$ cat config.mk
export PLATFORM = sky130hd
export DESIGN_NAME = sll32_iter
export DESIGN_NICKNAME = d
export VERILOG_FILES = /design/src/rtl/sll32_pkg.sv /design/src/rtl/sll32_iter.sv
export SDC_FILE = /design/constraint.sdc
export NUM_CORES = 1
export LEC_CHECK = 0
export BUFFER_PORTS_ARGS = -buffer_cell sky130_fd_sc_hd__buf_4
export CORE_MARGIN = 2
export CORE_UTILIZATION = 51
export DETAILED_ROUTE_END_ITERATION = 8
export PLACE_DENSITY = 0.79
export SYNTH_ARGS = -nofsm -noshare
export SYNTH_HDL_FRONTEND = slang
export SYNTH_SLANG_ARGS = --single-unit
$ cat constraint.sdc
create_clock -name clk -period 2.3 [get_ports clk]
set_clock_uncertainty 0.1 [all_clocks]
set_input_delay 0.115 -clock clk [delete_from_list [all_inputs] [get_ports clk]]
set_output_delay 0.115 -clock clk [all_outputs]
set_load 0.02 [all_outputs]
$ cat src/rtl/sll32_pkg.sv
// sll32_pkg -- shared definitions for the iterative 32-bit logical left shifter.
//   state_e   : controller states (IDLE, SHIFT, DONE)
//   DATA_W    : operand / result width
//   SHAMT_W   : shift amount width
//   SHAMT_LSB : position of the shamt field inside the instruction word
//   shl1()    : single-bit logical left shift with zero fill
package sll32_pkg;

  localparam int DATA_W    = 32;
  localparam int SHAMT_W   = 5;
  localparam int SHAMT_LSB = 6;

  typedef enum logic [1:0] {
    IDLE  = 2'd0,
    SHIFT = 2'd1,
    DONE  = 2'd2
  } state_e;

  function automatic logic [DATA_W-1:0] shl1(input logic [DATA_W-1:0] v);
    return {v[DATA_W-2:0], 1'b0};
  endfunction

endpackage

$ cat src/rtl/sll32_iter.sv
// sll32_iter -- iterative logical left shift, one bit per clock.
//
// A start pulse in IDLE captures A and a 5-bit shift amount; the working
// register then shifts left once per cycle until the amount is exhausted,
// and the result is presented in the DONE cycle with a one-cycle done pulse.
// Done arrives n+1 cycles after the accepting edge for an amount n.
//
// Ports:
//   clk     in   1   rising-edge clock
//   rst_n   in   1   asynchronous active-low reset
//   start   in   1   request pulse, only honoured in IDLE
//   A       in  32   operand to shift
//   B       in  32   instruction word, shamt = B[10:6]
//   rs_amt  in   5   variable amount (only with SLL32_VAR_EN)
//   var_sel in   1   1 selects rs_amt, 0 selects shamt (only with SLL32_VAR_EN)
//   busy    out  1   high in SHIFT and DONE
//   done    out  1   one-cycle completion pulse
//   res     out 32   result, held until the next operation completes
//
// Build option: define SLL32_VAR_EN to add the rs_amt/var_sel (sllv) path.
module sll32_iter
  import sll32_pkg::*;
(
  input  logic        clk,
  input  logic        rst_n,
  input  logic        start,
  input  logic [31:0] A,
  input  logic [31:0] B,
`ifdef SLL32_VAR_EN
  input  logic [4:0]  rs_amt,
  input  logic        var_sel,
`endif
  output logic        busy,
  output logic        done,
  output logic [31:0] res
);

  state_e              state_q, state_d;
  logic [SHAMT_W-1:0]  cnt_q, cnt_d;
  logic [DATA_W-1:0]   work_q, work_d;
  logic [DATA_W-1:0]   res_q, res_d;
  logic [SHAMT_W-1:0]  amt;

  // Only the shamt field of the instruction word matters here.
  logic unused_b;
  assign unused_b = ^{B[31:11], B[5:0]};

`ifdef SLL32_VAR_EN
  assign amt = var_sel ? rs_amt : B[SHAMT_LSB +: SHAMT_W];
`else
  assign amt = B[SHAMT_LSB +: SHAMT_W];
`endif

  always_comb begin
    state_d = state_q;
    cnt_d   = cnt_q;
    work_d  = work_q;
    res_d   = res_q;
    case (state_q)
      IDLE: begin
        if (start) begin
          work_d = A;
          cnt_d  = amt;
          // A zero amount skips SHIFT, so the result is loaded right away.
          if (amt == '0) begin
            state_d = DONE;
            res_d   = A;
          end else begin
            state_d = SHIFT;
          end
        end
      end
      SHIFT: begin
        work_d = shl1(work_q);
        cnt_d  = cnt_q - 5'd1;
        // Load res on the final shift so it is valid during DONE.
        if (cnt_q == 5'd1) begin
          state_d = DONE;
          res_d   = shl1(work_q);
        end
      end
      DONE: begin
        state_d = IDLE;
      end
      default: begin
        state_d = IDLE;
      end
    endcase
  end

  always_ff @(posedge clk or negedge rst_n) begin
    if (!rst_n) begin
      state_q <= IDLE;
      cnt_q   <= '0;
      work_q  <= '0;
      res_q   <= '0;
    end else begin
      state_q <= state_d;
      cnt_q   <= cnt_d;
      work_q  <= work_d;
      res_q   <= res_d;
    end
  end

  assign busy = (state_q != IDLE);
  assign done = (state_q == DONE);
  assign res  = res_q;

endmodule

* After elaboration in Yosys (flattened, before gate mapping)
Cells that the tools add are included.
** Operators by class
- Multiplexer cells :: 12
- Reductions and logical operators :: 7
- Eq/ne operators :: 6
- Add/subtract/negate cells :: 1
** Operator list (number)
- $mux W32 :: 3
- $pmux W32 S2 :: 1
- $pmux W31 S2 :: 1
- $mux W31 :: 1
- $pmux W5 S2 :: 1
- $mux W2 :: 3
- $ne A2 B2 Y1 const B :: 3
- $eq A5 B1 Y1 const B :: 1
- $logic_not A5 Y1 :: 1
- $mux W5 :: 1
- $sub A5 B1 Y5 const B :: 1
- $pmux W2 S2 :: 1
- $reduce_and A2 Y1 :: 2
- $reduce_and A4 Y1 :: 1
- $reduce_bool A2 Y1 :: 2
- $eq A2 B1 Y1 const B :: 1
- $eq A2 B2 Y1 const B :: 1
- $logic_not A2 Y1 :: 1
** Word-level totals
- Output and inout bits :: 34
- Input bits :: 67
- Flip-flop bits (word level) :: 70
- Word-level logic and storage cells :: 30

* Longest topological paths before layout
Gate-level depths: netlist of the first run.
- Depth in word-level cells :: 4
- Depth in mapped cells :: 7
- Depth with buffers taken out :: 6

* Worst setup path after synthesis of the first run
Ideal clock, no wire load.
- Path type :: reg2reg
- Start point :: register cnt_q[1]
- End point :: register res_q[10], in the netlist res[10]
- Clock period less this slack :: 2063 ps
- Library setup time :: 125 ps
- Data arrival time :: 1838 ps
- Path buffers :: 1
- Stages on the path, launching flop included :: 8
- Setup slack :: 237 ps
- Data required time :: 2075 ps
- Cell sequence :: dfrtp_1 inv_1 ha_1 inv_1 o41ai_1 nand3_4 buf_6 mux2_4
** On the way
- Cells in the longest elaborated chain, start to end :: 3
** RTL lines
- from (decl) :: RTL line sll32_iter.sv:39 : logic [SHAMT_W-1:0] cnt_q, cnt_d;
- from (signal assigned) :: RTL line sll32_iter.sv:99 : cnt_q <= cnt_d;
- $eq A5 B1 Y1 :: RTL line sll32_iter.sv:77 : if (cnt_q == 5'd1) begin
- $ne A2 B2 Y1 (no source line)
- $reduce_and A4 Y1 (no source line)
- to (signal assigned) :: RTL line sll32_iter.sv:101 : res_q <= res_d;
- to (decl) :: RTL line sll32_iter.sv:41 : logic [DATA_W-1:0] res_q, res_d;
No other way between the ends.
A chain may end at the register's enable or synchronous reset.

* Worst setup path in the final report of the first run
- Start point :: register cnt_q[1]
- End point :: register res_q[31], in the netlist res[31]
Same word-level chain as after synthesis.

==> results.txt, run 1 <==
* Yosys top cell by area: sky130_fd_sc_hd__dfrtp_1
- Antenna violations before repair: 0
- Unrepaired setup endpoints after global routing: false
- The first routing iteration left 76 violations.
- On the worst path, the slowest cell contributes a delay of 410 ps.
* Largest vdd supply drop: 0.000878 V
- Met3 WL post-DR: 322 um
- The tightest hold path in the finished design has a slack of 6.15 ps.
* Class of the tightest hold or removal check: in2reg
- After synthesis, the netlist uses 31 different library cells.
- After routing, the total negative slack on setup checks comes to 0 ps.
* Terminating pin of the worst hold path: work_q[23]$_DFFE_PN0P_
* Post-Synthesis Cells: 290
- Clock latency on the worst-skew pair: 340 ps
* Wire length on met1: 3000 um
- In the routed layout, each cell is associated on average with a via count of 5.15.
- Detail Placement HPWL: 4390 um
- For this run, the number of Yosys warnings is 0.
* Total nets after synthesis: 359
- Among all flip-flop cells after synthesis, the most frequent one is sky130_fd_sc_hd__dfrtp_1.
- Result of the run: finished clean
- Effective utilization at floorplan: 52.5%
- Data arrives at the worst endpoint at 2190 ps.
* Average wire length per cell after detail routing: 14.9 um
- The pre-antenna-repair detailed-routing pass consisted of 4 iterations.
* Number of antenna repair diodes: 0
- Fraction of final layout cells with drive strength greater than 1: 35.9%
* Number of endpoints with negative hold slack in the final report: 0
* Register area share after synthesis: 52.9%
- Maximum operating frequency: 486 MHz
- 101 I/O pins were placed.
- Critical Path Start Type: flop
- In this run, synthesis produced a sequential element count of 70.
- Global-route wire length before repair: 11600 um
* Critical Path End Type: flop
- Counting every sink on the clock net gives 70.
- Share of flip-flops with an asynchronous set or reset: 100%
- The area growth from synthesis to layout is 29.7%.
- Post-detailed-route DRC marker count: 0
- Largest buffer count on any clock path: 2
* Number of synthesized flops with an enable pin: 0
* Power per cell area: 1600 mW/mm^2
- Number of H-tree branching levels: 3
- Post-route ant nets: 0
- The clock period could shrink to 2060 ps.
- Num CTS Buffers: 9
- The startpoint identified for the worst register-to-register timing path is cnt_q[1]$_DFFE_PN0P_.
- Global routing used 20.6% of the available tracks.
- Yosys top cell area share: 52.9%
- List of cells traversed by the critical path: inv_1 -> ha_1 -> inv_1 -> o41ai_1 -> buf_4 -> nand3_4 -> buf_12 -> mux2_1
- Num rows: 29
- Worst setup path category: reg2reg
- Final period utilization: 89.4%
- Total wire length after detailed routing: 6800 um
- Number of setup violations in the final report: 0
- For this run, the post-layout net count is 443.
- Min-Delay Startpoint: A[23]
- Of all nets on the critical path, the largest fanout is 33.
- R2r endpoint: res[31]$_DFFE_PN0P_
- Total number of vias: 2347
- The via count of the first global-routing pass was 2429.
* Hold path depth: 4
* FF-to-FF setup slack: 240 ps
* Area of the core: 0.00631 mm^2
- Slew Limit Headroom: 43.2%
* Clock slew at the register clock pins of the worst setup and hold paths: 70 ps
- Root Buffer: sky130_fd_sc_hd__clkbuf_8
* Required time of the critical path: 2430 ps
* Die width: 84.6 um
- Sorting the synthesized cells by area gives the leading types as sky130_fd_sc_hd__dfrtp_1 53%, sky130_fd_sc_hd__mux2_4 13%, sky130_fd_sc_hd__nand2_1 10%, sky130_fd_sc_hd__mux2_1 8.5%, sky130_fd_sc_hd__mux2_2 2.7%.
- Synthesized area divided by synthesized cell count: 11.4 um^2
- Actual transition at the worst max-transition pin: 853 ps
- Die area: 0.00715 mm^2
* GR Overflow Total: 0
- CTS tree: yes
- Count of input and output buffers: 73
- Across the run, the number of max-cap violations was 0.
* Most frequent CP cell: sky130_fd_sc_hd__inv_1
- In this run the static leakage power is 2.21 nW.
* Synthesized area: 0.00331 mm^2
* Count of final max-slew check failures: 0
- Library cell contributing the largest single delay on the critical path: sky130_fd_sc_hd__dfrtp_1
- The congestion estimate from routability-driven global placement came to 0.845.
- Highest routed layer: met4
- Height of the chip: 84.6 um
* Largest net degree at the start of global routing: 71
* WL met2: 3300 um
* Worst Reg2Reg Path Length in Cells: 8
## cells in the final DEF, fill, tap and decap left out, types with 2 or more instances in the layout
| master | instances |
|---|---|
| sky130_fd_sc_hd__mux2_4 | 28 |
| sky130_fd_sc_hd__inv_1 | 8 |
| sky130_fd_sc_hd__buf_4 | 77 |
| sky130_fd_sc_hd__nor3_1 | 3 |
| sky130_fd_sc_hd__dfrtp_1 | 70 |
| sky130_fd_sc_hd__mux2_2 | 8 |
| sky130_fd_sc_hd__nor2_1 | 3 |
| sky130_fd_sc_hd__bufinv_16 | 3 |
| sky130_fd_sc_hd__buf_12 | 3 |
| sky130_fd_sc_hd__a21oi_1 | 7 |
| sky130_fd_sc_hd__mux2_1 | 25 |
| sky130_fd_sc_hd__clkbuf_8 | 9 |
| sky130_fd_sc_hd__dlygate4sd3_1 | 10 |
| sky130_fd_sc_hd__o22a_1 | 5 |
| sky130_fd_sc_hd__ha_1 | 2 |
| sky130_fd_sc_hd__nand2_1 | 90 |
| sky130_fd_sc_hd__o21ai_0 | 3 |
| sky130_fd_sc_hd__nand3_1 | 2 |
| sky130_fd_sc_hd__nor2b_1 | 2 |
| sky130_fd_sc_hd__mux2i_1 | 2 |
| sky130_fd_sc_hd__clkbuf_1 | 3 |
## cell families after synthesis
group,after synthesis,synth area share (%)
muxes,63,24.5
adders and majority gates,2,0.755
and+or+nand+nor,108,13.6
DFF,70,52.9
buffers and inverters,26,3.74
AOI/OAI and AO/OA,21,4.50
## synthesized netlist by cell type (4+ instances only)
cell type / number
sky130_fd_sc_hd__mux2_2: 8
sky130_fd_sc_hd__inv_1: 8
sky130_fd_sc_hd__dfrtp_1: 70
sky130_fd_sc_hd__a21oi_1: 7
sky130_fd_sc_hd__mux2_4: 28
sky130_fd_sc_hd__nand2_1: 90
sky130_fd_sc_hd__nor2_1: 4
sky130_fd_sc_hd__o22a_1: 5
sky130_fd_sc_hd__clkbuf_1: 11
sky130_fd_sc_hd__mux2_1: 25
## worst max path at each step
stage / from / to / slack (ps)
2_1_floorplan: cnt_q[1]$_DFFE_PN0P_ / res[10]$_DFFE_PN0P_ / 240
3_3_place_gp: cnt_q[1]$_DFFE_PN0P_ / res[31]$_DFFE_PN0P_ / 270
3_5_place_dp: cnt_q[1]$_DFFE_PN0P_ / res[31]$_DFFE_PN0P_ / 240
4_1_cts: cnt_q[1]$_DFFE_PN0P_ / res[31]$_DFFE_PN0P_ / 230
5_1_grt: cnt_q[1]$_DFFE_PN0P_ / res[0]$_DFFE_PN0P_ / 160
6_report: cnt_q[1]$_DFFE_PN0P_ / res[31]$_DFFE_PN0P_ / 240
## timing repair
action	in CTS	in global routing
setup endpoints to repair	0	0
gates resized for setup	0	0
hold buffers	10	0
setup buffers	0	0
endpoints found under the hold margin	80	0
## flip-flops by register name, summed over array words and instances, names as in the netlist
signal,count
work_q,31
cnt_q,5
res,32
state_q,2
## through the flow
| step | utilization (%) | setup WS (ps) | cell area (um^2) | total power [mW] | cells |
|---|---|---|---|---|---|
| 2_1_floorplan | - | 237 | 3310 | 4.65 | 290 |
| 3_3_place_gp | 62.8 | 273 | 3970 | 5.62 | 430 |
| 3_5_place_dp | 62.8 | 241 | 3970 | 5.74 | 430 |
| 4_1_cts | 68.1 | 235 | 4300 | 6.95 | 456 |
| 5_1_grt | 68.1 | 160 | 4300 | 7.33 | 456 |
| 6_report | 68.1 | 243 | 4300 | 6.88 | 456 |
## critical path: cells and delay by family, from the launching register on
kind / cells / cell delay, ps
buffers and inverters: 4 / 530
muxes: 1 / 330
DFF: 1 / 410
and+or+nand+nor: 1 / 70
AOI/OAI and AO/OA: 1 / 340
adders and majority gates: 1 / 140
## where the power goes
part	total [mW]	switching [mW]	internal [mW]
clock	1.18	0.457	0.721
sequential	2.25	0.389	1.87
combinational	3.45	1.67	1.78
total	6.88	2.51	4.37
## cell type report
type | count | area [um^2]
repair buffers | 90 | 738
inverters | 9 | 33.8
clock inverters | 4 | 95.1
fillers | 514 | 2020
well taps | 77 | 96.3
clock buffers | 12 | 135
flip-flops and latches | 70 | 1750
multi-input cells | 194 | 1450
## per-layer routing
metal,up-vias,track usage [%]
met5,-,0
met4,0,11.4
met3,13,3.64
met2,65,32.2
met1,1140,27.3
li1,1129,-
Note: power is estimated with default switching activity, not from simulation.
==> inputs of run 2 (changes only) <==
Settings changed: CORE_UTILIZATION 51 to 45, PLACE_DENSITY 0.79 to 0.71.
==> run 2 against run 1 <==
Compared with the run above: core utilization fell by 7.4 points; sequential power barely moved; power fell by 1.0%; largest cell class unchanged; largest power group unchanged; highest routed layer unchanged.
==> results.txt, run 2 (synthesis gave the netlist of run 1 again) <==
- Worst Slack Setup Final: 271 ps (was 243 ps)
- Result of the run: finished clean (unchanged)
- The instance count along the most critical hold path came to 4 (unchanged).
* Clock latency on the worst-skew pair: 330 ps (was 340 ps)
- The class of the most critical setup path was reg2reg (unchanged).
- Total area of multi-input combinational cells: 0.00145 mm^2 (unchanged)
* Max-capacitance violation count: 0 (unchanged)
- Required time of the critical path: 2420 ps (was 2430 ps)
- The clock-pin slew of the registers on the worst-case setup and hold paths was 80 ps (was 70 ps).
* Count of final max-slew check failures: 0 (unchanged)
- Class of the tightest hold or removal check: in2reg (unchanged)
* Num rows: 31 (was 29)
* Detail Placement HPWL: 4230 um (was 4390 um)
- Num CTS Buffers: 9 (unchanged)
- The most common cell after layout, fill and taps aside is sky130_fd_sc_hd__nand2_1 (unchanged).
- The initial antenna violation count is 0 (unchanged).
- The final layout net count was 446 (was 443).
- The number of remaining DRC errors is 0 (unchanged).
* Terminating pin of the worst hold path: work_q[29]$_DFFE_PN0P_ (was work_q[23]$_DFFE_PN0P_)
- The worst slew slack as a fraction of its limit came to 41.9% (was 43.2%).
- Crit Path Max Fanout: 18 (was 33)
- Worst Reg2Reg Path Length in Cells: 8 (unchanged)
- List of cells traversed by the critical path: inv_1 -> ha_1 -> inv_1 -> o41ai_1 -> buf_4 -> nand3_4 -> buf_12 -> mux2_1 (unchanged)
- Count of input and output buffers: 73 (unchanged)
- Critical Path End Type: flop (unchanged)
- Largest buffer count on any clock path: 2 (unchanged)
- R2r endpoint: res[1]$_DFFE_PN0P_ (was res[31]$_DFFE_PN0P_)
- The gate family responsible for the most delay along the worst path is buffers and inverters (unchanged).
* Post-cts sizing count: 0 (unchanged)
- GR Overflow Total: 0 (unchanged)
- The largest net degree at the start of global routing was 71 (unchanged).
- Most frequent CP cell: sky130_fd_sc_hd__inv_1 (unchanged)
- Worst hold slack: 17.6 ps (was 6.15 ps)
* Number of antenna repair diodes: 0 (unchanged)
* Total number of vias: 2312 (was 2347)
- Finished layout cell area: 0.00435 mm^2 (was 0.00430 mm^2)
- Fraction of final layout cells with drive strength greater than 1: 36.1% (was 35.9%)
- The final critical-path share of the clock period is 88.2% (was 89.4%).
- The final count of hold timing violations was 0 (unchanged).
- The via density per instance is 4.81 (was 5.15).
* Critical Path Start Type: flop (unchanged)
* Flip-flop count of the largest register, all copies and words added: 32 (unchanged)
- Unrepaired setup endpoints after global routing: false (unchanged).
- Final GP Congestion: 0.845 (about the same)
* Global-route wire length before repair: 11600 um (about the same)
* Power per cell area: 1560 mW/mm^2 (was 1600 mW/mm^2)
- The total iterations of the first detailed-routing run is 6 (was 4).
- The initial standard-cell utilization of the core was 46.2% (was 52.5%).
* Average wire length per cell after detail routing: 13.8 um (was 14.9 um)
- Die area: 0.00806 mm^2 (was 0.00715 mm^2)
- The fmax is 493 MHz (was 486 MHz).
- Time the worst path needs with I/O delays and setup: 2030 ps (was 2060 ps)
- The number of buffers inserted to repair setup after CTS came to 0 (unchanged).
- Endpoint arrival time on the critical path: 2150 ps (was 2190 ps)
- The number of antenna-violating nets in the routed design came to 0 (unchanged).
* Die width: 89.8 um (was 84.6 um)
- The vertical extent of the die was 89.8 um (was 84.6 um).
- The global router's overall resource usage came to 17.7% (was 20.6%).
* Slowest cell delay on critical path: 410 ps (about the same)
- Library cell contributing the largest single delay on the critical path: sky130_fd_sc_hd__dfrtp_1 (unchanged)
- The total number of H-tree levels came to 3 (unchanged).
* Minimum setup slack after placement: 272 ps (was 241 ps)
- Worst Path Buf+Inv: 4 (unchanged)
- Ports placed on the boundary: 101 (unchanged)
- The clock root buffer master is sky130_fd_sc_hd__clkbuf_8 (unchanged).
- Quantity of hold-fixing buffers added after cts: 14 (was 10)
- CTS tree: yes (unchanged)
- The critical register-to-register path startpoint is cnt_q[1]$_DFFE_PN0P_ (unchanged).
- The measured slew at the worst slew-check pin came to 872 ps (was 853 ps).
* Layout Area Growth over Synthesis: 31.5% (was 29.7%)
- The cell area after placement is 0.00399 mm^2 (was 0.00397 mm^2).
* Number of setup violations in the final report: 0 (unchanged)
- Commonest non-fill, non-tap cells in the layout: 90 x sky130_fd_sc_hd__nand2_1, 76 x sky130_fd_sc_hd__buf_4, 70 x sky130_fd_sc_hd__dfrtp_1, 28 x sky130_fd_sc_hd__mux2_4, 25 x sky130_fd_sc_hd__mux2_1 (was 90 x sky130_fd_sc_hd__nand2_1, 77 x sky130_fd_sc_hd__buf_4, 70 x sky130_fd_sc_hd__dfrtp_1, 28 x sky130_fd_sc_hd__mux2_4, 25 x sky130_fd_sc_hd__mux2_1).
- Sinks on the clock net: 70 (unchanged)
* LEAKAGE: 2.22 nW (was 2.21 nW)
- Largest vdd supply drop: 0.000661 V (was 0.000878 V)
* DR iter-0 viols: 55 (was 76)
* Total wire length after detailed routing: 6630 um (was 6800 um)
- The footprint of the flip-flops and latches is 0.00175 mm^2 (unchanged).
- The via count of the first global-routing pass came to 2410 (was 2429).
- Min-Delay Startpoint: A[29] (was A[23])
- Filler cells: 593 (was 514)
* FF-to-FF setup slack: 270 ps (was 240 ps)
- Setup TNS after final layout: 0 ps (unchanged)
* Area of the core: 0.00718 mm^2 (was 0.00631 mm^2)
==> run 2: changes by cell type in the layout (fill, tap and decap cells not counted) <==
cell,before,now
sky130_fd_sc_hd__buf_4,77,76
sky130_fd_sc_hd__bufinv_16,3,2
sky130_fd_sc_hd__clkbuf_1,3,0
sky130_fd_sc_hd__clkinv_2,1,0
sky130_fd_sc_hd__clkinv_4,0,2
sky130_fd_sc_hd__dlygate4sd3_1,10,14
sky130_fd_sc_hd__inv_6,0,3
==> run 2: worst min-delay path: cells and delay by family <==
kind	cells	cell delay, ps
simple gates	2	100
buf+inv	1	70
mux	1	130
==> run 2: power by group <==
group	internal, mW	leakage (nW)	switching [mW]	total [mW]
logic	1.79	1.26	1.65	3.43
registers	1.86	0.847	0.390	2.25
clock network	0.626	0.115	0.499	1.12
total	4.27	2.22	2.53	6.81
==> run 2: metal layers <==
| layer | up-vias | routed length, um | track usage [%] |
|---|---|---|---|
| met5 | - | 0 | 0 |
| met1 | 1117 | 3180 | 24.0 |
| met2 | 55 | 3150 | 28.6 |
| met3 | 4 | 263 | 3.86 |
| li1 | 1136 | - | - |
| met4 | 0 | 36 | 5.77 |
==> run 2: worst max path at each step <==
stage                               startpoint                  end  slack (ps)  cells after the start
final                     cnt_q[1]$_DFFE_PN0P_   res[1]$_DFFE_PN0P_         270                      8
after global routing      cnt_q[1]$_DFFE_PN0P_   res[1]$_DFFE_PN0P_         120                      8
after CTS                 cnt_q[1]$_DFFE_PN0P_  res[31]$_DFFE_PN0P_         240                      8
after detailed placement  cnt_q[1]$_DFFE_PN0P_   res[0]$_DFFE_PN0P_         270                      8
after global placement    cnt_q[1]$_DFFE_PN0P_  res[31]$_DFFE_PN0P_         260                      8
after floorplan           cnt_q[1]$_DFFE_PN0P_  res[10]$_DFFE_PN0P_         240                      7
==> run 2: layout make-up <==
| type | count | share of cell area [%] |
|---|---|---|
| multi-input cells | 194 | 33.2 |
| clock inverters | 7 | 2.39 |
| inverters | 9 | 0.776 |
| repair buffers | 93 | 17.7 |
| flip-flops and latches | 70 | 40.2 |
| clock buffers | 9 | 2.84 |
| well taps | 99 | 2.84 |
==> run 2: per-stage QoR <==
stage	power, mW	cells	util, %
after floorplan	4.65	290	-
after global placement	5.63	451	55.6
after detailed placement	5.72	451	55.6
after CTS	6.90	481	60.7
after global routing	7.28	481	60.7
final	6.81	481	60.7
==> inputs of run 3 (changes only) <==
Settings changed: CORE_UTILIZATION 45 to 50, PLACE_DENSITY 0.71 to 0.78.
==> run 3 against run 2 <==
Compared with the run above: global-route usage rose by 2.3 points; count of clock-buffer cells in the layout unchanged; cell count is 5.4% lower; hold slack worse by 7.8 ps; power is 1.9% lower; die area decreased by 9.6%; core utilization grew 5.6 points; combinational power barely moved; sequential share of layout area rose by 1.1 points; final area decreased by 2.7%; critical endpoint is now res[13]$_DFFE_PN0P_.
==> results.txt, run 3 (synthesis gave the netlist of run 1 again) <==
* Count of input and output buffers: 73 (unchanged)
* LEAKAGE: 2.18 nW (was 2.22 nW)
- Die width: 85.4 um (was 89.8 um)
- Most common library cell in the layout ignoring fill and taps: sky130_fd_sc_hd__nand2_1 (unchanged)
- Die area: 0.00729 mm^2 (was 0.00806 mm^2)
- P_sw: 2.53 mW (about the same)
* DR iter-0 viols: 110 (was 55)
- Post-detailed-route DRC marker count: 0 (unchanged)
- The initial standard-cell utilization of the core was 51.9% (was 46.2%).
- The worst-case hold slack is 9.79 ps (was 17.6 ps).
- Unrepaired setup endpoints after global routing: false (unchanged)
- Fraction of power consumed by sequential logic: 33.5% (was 33.1%)
- The final count of hold timing violations came to 0 (unchanged).
- Total number of vias: 2354 (was 2312)
- Drt first pass iters: 4 (was 6)
- Share of power burned in combinational logic: 51.7% (was 50.4%)
* Num rows: 29 (was 31)
- Ports placed on the boundary: 101 (unchanged)
* Post-layout net count: 442 (was 446)
* Detail Placement HPWL: 4430 um (was 4230 um)
- The later-pin clock latency in the skew report is 340 ps (was 330 ps).
- Critical Path Start Type: flop (unchanged)
- The final critical-path share of the clock period is 89.4% (was 88.2%).
- The layout cell share with drive strength beyond 1 came to 37.3% (was 36.1%).
- The total number of H-tree levels was 3 (unchanged).
* Result of the run: finished clean (unchanged)
* Power Internal: 4.15 mW (was 4.27 mW)
* Class of the tightest hold or removal check: in2reg (unchanged)
- The data arrival time of the worst path came to 2180 ps (was 2150 ps).
- The number of antenna repair diodes was 0 (unchanged).
- Critical path capture point: res[13]$_DFFE_PN0P_ (was res[1]$_DFFE_PN0P_)
* FF-to-FF setup slack: 240 ps (was 270 ps)
- The global router's overall resource usage came to 20.0% (was 17.7%).
- The beginning of the critical path is cnt_q[1]$_DFFE_PN0P_ (unchanged).
- Largest vdd supply drop: 0.000987 V (was 0.000661 V)
- The clock root buffer master is sky130_fd_sc_hd__clkbuf_8 (unchanged).
* Worst setup path category: reg2reg (unchanged)
- The maximum fanout count along the critical path was 17 (was 18).
- The initial antenna violation count came to 0 (unchanged).
* Clock network fraction of design power: 14.7% (was 16.5%)
- The total clock sinks came to 70 (unchanged).
* Setup TNS after final layout: 0 ps (unchanged)
- The number of filler instances in the final layout is 515 (was 593).
- The number of buffers inserted to repair setup after CTS is 0 (unchanged).
- Post-route ant nets: 0 (unchanged)
- The CTS buffer count was 9 (unchanged).
- The area growth from synthesis to layout was 27.9% (was 31.5%).
- The max capacitance violation total came to 0 (unchanged).
* Worst Reg2Reg Path Length in Cells: 8 (unchanged)
* Flip-flop count of the largest register, all copies and words added: 32 (unchanged)
- The floorplan core area came to 0.00639 mm^2 (was 0.00718 mm^2).
- Maximum operating frequency: 486 MHz (was 493 MHz)
* Slew Limit Headroom: 41.7% (was 41.9%)
* Area after DPL: 0.00397 mm^2 (was 0.00399 mm^2)
- Power per cell area: 1580 mW/mm^2 (was 1560 mW/mm^2)
- Global-route wire length before repair: 11400 um (was 11600 um)
- Total wire length after detailed routing: 6750 um (was 6630 um)
- The time the final worst path needs with I/O delays and setup is 2060 ps (was 2030 ps).
* Cells after DPL: 432 (was 451)
* Largest net degree at the start of global routing: 71 (unchanged)
- Average via count per standard cell: 5.17 (was 4.81)
- Commonest non-fill, non-tap cells in the layout: 90 x sky130_fd_sc_hd__nand2_1, 80 x sky130_fd_sc_hd__buf_4, 70 x sky130_fd_sc_hd__dfrtp_1, 28 x sky130_fd_sc_hd__mux2_4, 25 x sky130_fd_sc_hd__mux2_1 (was 90 x sky130_fd_sc_hd__nand2_1, 76 x sky130_fd_sc_hd__buf_4, 70 x sky130_fd_sc_hd__dfrtp_1, 28 x sky130_fd_sc_hd__mux2_4, 25 x sky130_fd_sc_hd__mux2_1)
* Average wire length per cell after detail routing: 14.8 um (was 13.8 um)
* Final GP Congestion: 0.727 (was 0.845)
- Count of final max-slew check failures: 0 (unchanged)
* Switching part of the total: 37.9% (was 37.2%)
- Post-cts sizing count: 0 (unchanged)
- PnR Total Power: 6.68 mW (was 6.81 mW)
- Required time of the critical path: 2430 ps (was 2420 ps)
* Number of cells in the finished layout apart from fillers: 455 (was 481)
- Finished layout cell area: 0.00424 mm^2 (was 0.00435 mm^2)
- The vertical extent of the die came to 85.4 um (was 89.8 um).
* GR Overflow Total: 0 (unchanged)
- The TritonCTS clock tree is yes (unchanged).
* Critical Path End Type: flop (unchanged)
- R2r endpoint: res[13]$_DFFE_PN0P_ (was res[1]$_DFFE_PN0P_)
* Via count of the first global-routing pass: 2376 (was 2410)
* Actual transition at the worst max-transition pin: 874 ps (was 872 ps)
* Clock slew at the register clock pins of the worst setup and hold paths: 80 ps (about the same)
- The critical register-to-register path startpoint is cnt_q[1]$_DFFE_PN0P_ (unchanged).
- Largest buffer count on any clock path: 2 (unchanged)
* Number of setup violations in the final report: 0 (unchanged)
## run 3: cell type report
type	instances	area [um^2]	share of cell area, %
clock buffers	9	124	2.92
multi-input cells	194	1450	34.2
inverters	9	33.8	0.798
clock inverters	7	72.6	1.71
flip-flops and latches	70	1750	41.4
well taps	77	96.3	2.27
repair buffers	89	711	16.8
## run 3: how the worst min path moves through the flow
stage	cells past startpoint	end	start
3_3_place_gp	1	cnt_q[0]$_DFFE_PN0P_	rst_n
5_1_grt	4	work_q[16]$_DFFE_PN0P_	A[16]
6_report	4	work_q[14]$_DFFE_PN0P_	A[14]
3_5_place_dp	1	cnt_q[0]$_DFFE_PN0P_	rst_n
2_1_floorplan	0	cnt_q[0]$_DFFE_PN0P_	rst_n
4_1_cts	4	work_q[14]$_DFFE_PN0P_	A[14]
## run 3: power groups by stage
| stage | logic [mW] | clock network [mW] | registers, mW |
|---|---|---|---|
| finish | 3.46 | 0.985 | 2.24 |
| global route | 3.77 | 1.07 | 2.33 |
| CTS | 3.50 | 1.01 | 2.24 |
| detailed placement | 3.47 | 0 | 2.25 |
| global placement | 3.39 | 0 | 2.23 |
| floorplan | 2.14 | 0 | 2.51 |
## run 3: worst max-delay path, cell delays in order (launching register included)
cell and delay, ps:
sky130_fd_sc_hd__dfrtp_1 410, sky130_fd_sc_hd__inv_1 90, sky130_fd_sc_hd__ha_1 140, sky130_fd_sc_hd__inv_1 40, sky130_fd_sc_hd__o41ai_1 350, sky130_fd_sc_hd__buf_4 180, sky130_fd_sc_hd__nand3_4 110, sky130_fd_sc_hd__buf_12 190
sky130_fd_sc_hd__mux2_4 310
## run 3: metal layers
layer	wire, um	share of wire, %	global-route usage, %
met4	122	1.8	8.66
met3	323	4.8	3.70
met1	3110	46	28.6
met2	3190	47	30.0
met5	0	0	0
## run 3: metrics by stage
step,worst slack (ps),utilization [%]
finish,244,66.3
global route,102,66.3
CTS,247,66.3
detailed placement,263,62.1
global placement,270,62.1
floorplan,237,-
## run 3: timing repair
item / CTS / global route
hold buffers: 7 / 0
endpoints found under the setup margin: 0 / 0
endpoints found under the hold margin: 76 / 0
